===== config.mk =====
export PLATFORM = sky130hd
export DESIGN_NAME = miriscv_lsu
export DESIGN_NICKNAME = d
export VERILOG_FILES = /design/src/rtl/miriscv_lsu.sv
export SDC_FILE = /design/constraint.sdc
export NUM_CORES = 1
export LEC_CHECK = 0
export ABC_AREA = 0
export CAP_MARGIN = 0
export CORE_MARGIN = 2
export CORE_UTILIZATION = 37
export CTS_CLUSTER_DIAMETER = 200
export DETAILED_ROUTE_END_ITERATION = 8
export GPL_ROUTABILITY_DRIVEN = 0
export PLACE_DENSITY = 0.95
export SLEW_MARGIN = 30
export SYNTH_ARGS = -nofsm -noshare
export SYNTH_HDL_FRONTEND = slang
export SYNTH_SLANG_ARGS = --single-unit

===== constraint.sdc =====
create_clock -name clk_i -period 2.8 [get_ports clk_i]
set_clock_uncertainty 0.1 [all_clocks]
set_input_delay 0.28 -clock clk_i [delete_from_list [all_inputs] [get_ports clk_i]]
set_output_delay 0.28 -clock clk_i [all_outputs]
set_load 0.01 [all_outputs]

===== src/rtl/miriscv_lsu.sv =====
// Load-store unit: turns a core access into a single word-aligned RAM
// request, stalls the core for one cycle and returns the extended load data.
module miriscv_lsu (
  input  logic        clk_i,
  input  logic        rst_n_i,
  input  logic        lsu_req_i,
  input  logic        lsu_we_i,
  input  logic [2:0]  lsu_size_i,
  input  logic [31:0] lsu_addr_i,
  input  logic [31:0] lsu_data_i,
  output logic        lsu_stall_req_o,
  output logic [31:0] lsu_data_o,
  output logic        lsu_fault_o,
  output logic        data_req_o,
  output logic        data_we_o,
  output logic [3:0]  data_be_o,
  output logic [31:0] data_addr_o,
  output logic [31:0] data_wdata_o,
  input  logic [31:0] data_rdata_i
);

  typedef enum logic {
    IDLE,
    DONE
  } state_t;

  typedef enum logic [2:0] {
    SZ_B  = 3'd0,
    SZ_H  = 3'd1,
    SZ_W  = 3'd2,
    SZ_BU = 3'd4,
    SZ_HU = 3'd5
  } size_t;

  state_t      state;
  logic        size_ok;
  logic        misaligned;
  logic        fault;
  logic        accept;
  logic [3:0]  be;
  logic [31:0] wdata;
  logic [31:0] rdata_ext;
  logic [31:0] rshift;
  logic [7:0]  byte_sel;
  logic [15:0] half_sel;

  assign rshift   = data_rdata_i >> {lsu_addr_i[1:0], 3'b000};
  assign byte_sel = rshift[7:0];
  assign half_sel = lsu_addr_i[1] ? data_rdata_i[31:16] : data_rdata_i[15:0];

  // Size decode: legality, alignment, byte enables, store replication, load extension
  always_comb begin
    size_ok    = 1'b1;
    misaligned = 1'b0;
    be         = '0;
    wdata      = lsu_data_i;
    rdata_ext  = data_rdata_i;
    case (lsu_size_i)
      SZ_B: begin
        be        = 4'b0001 << lsu_addr_i[1:0];
        wdata     = {4{lsu_data_i[7:0]}};
        rdata_ext = {{24{byte_sel[7]}}, byte_sel};
      end
      SZ_BU: begin
        be        = 4'b0001 << lsu_addr_i[1:0];
        wdata     = {4{lsu_data_i[7:0]}};
        rdata_ext = {24'h0, byte_sel};
      end
      SZ_H: begin
        misaligned = lsu_addr_i[0];
        be         = lsu_addr_i[1] ? 4'b1100 : 4'b0011;
        wdata      = {2{lsu_data_i[15:0]}};
        rdata_ext  = {{16{half_sel[15]}}, half_sel};
      end
      SZ_HU: begin
        misaligned = lsu_addr_i[0];
        be         = lsu_addr_i[1] ? 4'b1100 : 4'b0011;
        wdata      = {2{lsu_data_i[15:0]}};
        rdata_ext  = {16'h0, half_sel};
      end
      SZ_W: begin
        misaligned = |lsu_addr_i[1:0];
        be         = 4'b1111;
      end
      default: size_ok = 1'b0;
    endcase
  end

  assign fault = !size_ok || misaligned;

  // Reset is folded in so stall and RAM request drop the instant reset asserts,
  // even while the core keeps lsu_req_i high.
  assign accept = rst_n_i && (state == IDLE) && lsu_req_i;

  assign lsu_stall_req_o = accept;
  assign data_req_o      = accept && !fault;
  assign data_we_o       = data_req_o && lsu_we_i;
  assign data_be_o       = data_req_o ? be : '0;
  assign data_addr_o     = {lsu_addr_i[31:2], 2'b00};
  assign data_wdata_o    = wdata;

  // Two-state access FSM with registered load result and fault pulse
  always_ff @(posedge clk_i or negedge rst_n_i) begin
    if (!rst_n_i) begin
      state       <= IDLE;
      lsu_data_o  <= '0;
      lsu_fault_o <= 1'b0;
    end else begin
      lsu_fault_o <= 1'b0;
      case (state)
        IDLE: begin
          if (lsu_req_i) begin
            state <= DONE;
            if (fault) begin
              lsu_fault_o <= 1'b1;
            end else if (!lsu_we_i) begin
              lsu_data_o <= rdata_ext;
            end
          end
        end
        DONE: state <= IDLE;
        default: state <= IDLE;
      endcase
    end
  end

endmodule


==> impl_metrics.py, run 1 <==
metrics = {
    "place": {
        "port_buffers": 144,
        "dp.cells": 507,
        "dp_slack_ns": 0.176,
        "dpl.hpwl_um": 7060,
    },
    "clock_network": {
        "h-tree-depth": 2,
        "clk_path_buf_depth": 2,
        "cts_tree": "done",
        "cts_inserted_buffers": 5,
        "insertion_delay_ns": 0.28,
        "clock_sinks": 34,
        "cts-root-buf": "clkbuf_8",
        "clkTransAtPathRegs_ns": 0.07,
        "cts_resized": 0,
        "cts_hold_buf": 0,
        "post_cts_buffers": 0,
    },
    "hold_path": {
        "hold_class": "in2async",
    },
    "logic_synthesis": {
        "synth_top_cell_by_area": "dfrtp_1",
        "synth.avg_cell_area_um2": 8.36,
        "ys_types": 35,
        "synth.cell_area_um2": 2640,
        "synthTopCellsByArea": "dfrtp_1 (32%), buf_4 (12%), mux2_2 (7.7%)",
        "ys.warnings.count": 0,
        "netlist.area_leader.share_pct": 32.2,
        "seq_area_frac_synth_pct": 32.2,
        "synth-seq-cells": 34,
        "syn_inst": 316,
    },
    "routing": {
        "via_count": 2676,
        "final_antenna_net_count": 0,
        "via_per_inst": 5.21,
        "wire_per_inst_um": 17.3,
        "drc": 0,
        "firstDrtPassIters": 5,
        "wirelength_um": 8900,
        "first_iter_violations": 133,
    },
    "status": {
        "status": "completed",
    },
    "power": {
        "p_sw_mw": 0.590,
        "seqPwrFrac_pct": 36.9,
        "ir_worst_vdd_mv": 0.363,
        "p_clk_share_pct": 18.9,
        "fin_total_pwr_mw": 1.84,
        "intPower_mw": 1.25,
        "powerDensity_nw_per_um2": 465,
        "swShare_pct": 32.0,
        "p_leak_nw": 1.67,
        "p_comb_share_pct": 44.3,
    },
    "floorplan": {
        "die_area_um2": 7830,
        "die_x_um": 88.5,
        "ios": 207,
        "coreArea_um2": 6870,
        "rows": 30,
        "start_util_pct": 38.5,
        "die_h_um": 88.5,
    },
    "timing": {
        "fin_crit_ns": 2.63,
        "tightest_slew_ns": 0.661,
        "slew_violations": 0,
        "rsz0062_at_grt": "no",
        "setup_viol": 0,
        "finalHoldViolations": 0,
        "tns_ns": 0,
        "period_share_pct": 94.1,
        "hold_ws_ns": 0.0886,
        "max_freq_mhz": 380,
        "fin_ws_ns": 0.166,
        "max_slew_margin_pct": 55.9,
    },
    "worst_setup_path": {
        "worstSetupStartpointType": "primary input",
        "critPathCaptureType": "primary output",
        "r2r_slack_ns": 1.11,
        "startpoint": "lsu_size_i[2]",
        "r2r_end": "lsu_data_o[0]",
        "rr_startpoint": "state",
        "endpoint": "data_be_o[3]",
        "cp.required_ns": 2.42,
        "reg2reg_depth": 5,
        "path_class": "in2out",
        "path_max_fanout": 5,
        "critPathArrivalTime_ns": 2.25,
    },
    "global_routing": {
        "track_usage_pct": 22.3,
        "grt_antenna_before_repair": 0,
        "grt_pass1_wl_um": 13400,
        "grt.overflow.total": 0,
        "grt_max_degree": 37,
        "first_global_vias": 2638,
    },
    "job": {
        "cap_violations": 0,
    },
    "cells_and_area": {
        "syn2layout_area_growth_pct": 49.9,
        "instances_no_fill": 514,
        "drive_gt1_share_pct": 14.6,
        "n_antenna_cell": 0,
        "nets": 521,
    },
}
state kept, by name (all words and copies together) (netlist names):
register	flops
lsu_data_o	32
lsu_fault_o	1
state	1
Yosys cell counts, drive strengths merged:
| cell type | count |
|---|---|
| mux2i | 8 |
| nand2 | 34 |
| mux2 | 19 |
| nand3 | 47 |
| inv | 4 |
| nand2b | 1 |
| a21o | 2 |
| nand3b | 1 |
| o21a | 1 |
| conb | 1 |
| and3 | 3 |
| clkbuf | 7 |
| o21ai | 11 |
| nor2b | 11 |
| a32oi | 2 |
| a211o | 1 |
| nor2 | 21 |
| a2bb2oi | 7 |
| nor3 | 1 |
| dfrtp | 34 |
| and2 | 2 |
| o31ai | 1 |
| a22o | 1 |
| a31o | 7 |
| buf | 55 |
| nor3b | 1 |
| a31oi | 1 |
| a21oi | 32 |
layout make-up:
class                           count  area [um^2]
Timing Repair Buffer              156         1530
Sequential cell                    34          851
Tap cell                           96          120
Clock buffer                        5         68.8
Fill cell                         593         2910
Clock inverter                      2         10.0
Multi-Input combinational cell    217         1370
Inverter                            4         15.0
power groups by stage:
| stage | Clock, mW | Sequential, mW | Combinational [mW] |
|---|---|---|---|
| floorplan | 0 | 0.735 | 0.317 |
| global placement | 0 | 0.684 | 0.793 |
| detailed placement | 0 | 0.687 | 0.816 |
| CTS | 0.353 | 0.679 | 0.821 |
| global route | 0.371 | 0.690 | 0.878 |
| finish | 0.348 | 0.679 | 0.816 |
cells by family (layout without fill, tap and decap cells):
kind of cell / Yosys count / count (layout) / synth area share [%]
simple gates: 122 / 122 / 23.8
compound gates: 66 / 66 / 16.6
buf+inv: 66 / 167 / 16.1
flops: 34 / 34 / 32.2
mux: 27 / 27 / 11.1
other cells: 1 / 2 / 0.142
cell usage in the layout, fill, tap and decap left out, drive strengths merged:
| cell type | count |
|---|---|
| clkdlybuf4s50 | 143 |
| nand3 | 47 |
| nand2 | 34 |
| dfrtp | 34 |
| a21oi | 32 |
| nor2 | 21 |
| mux2 | 19 |
| buf | 13 |
| o21ai | 11 |
| nor2b | 11 |
| mux2i | 8 |
| a2bb2oi | 7 |
| a31o | 7 |
| clkbuf | 5 |
| inv | 4 |
| and3 | 3 |
| and2 | 2 |
| a21o | 2 |
| conb | 2 |
| clkinv | 2 |
| a32oi | 2 |
| o31ai | 1 |
| nand2b | 1 |
| nand3b | 1 |
| nor3 | 1 |
| nor3b | 1 |
| a211o | 1 |
| a22o | 1 |
| o21a | 1 |
| a31oi | 1 |
stage by stage:
step | cell area (um^2) | util [%]
2_1_floorplan | 2650 | -
5_1_grt | 3960 | 57.7
4_1_cts | 3960 | 57.7
6_report | 3960 | 57.7
3_3_place_gp | 3880 | 56.5
3_5_place_dp | 3880 | 56.5
layer usage:
| metal | wire length [um] | track usage, % | part of all wire (%) |
|---|---|---|---|
| met3 | 634 | 5.60 | 7.1 |
| met1 | 3820 | 29.9 | 43 |
| met2 | 4310 | 36.4 | 48 |
| met5 | 0 | 0 | 0 |
| met4 | 140 | 5.10 | 1.6 |
worst max-delay path: stages:
cell	delay [ns]
clkdlybuf4s50_1	0.54
o31ai_4	0.33
and2_1	0.22
nand2_1	0.15
a21oi_1	0.17
clkdlybuf4s50_1	0.56
how the worst min path moves through the flow:
stage	from	to	slack [ns]	depth (start not counted)
after global routing	rst_n_i	state	0.09	1
after floorplan	rst_n_i	lsu_data_o[0]	-0.12	0
final	rst_n_i	state	0.09	1
after global placement	state	state	0.33	1
after detailed placement	state	state	0.35	1
after CTS	rst_n_i	state	0.09	1
Power figures use the tool's default switching activity.
==> inputs of run 2 (changes only) <==
Settings changed: SKIP_LAST_GASP set to 1.
==> results of run 2 <==
The final DEF is identical to that of run 1; final timing and power are the same.
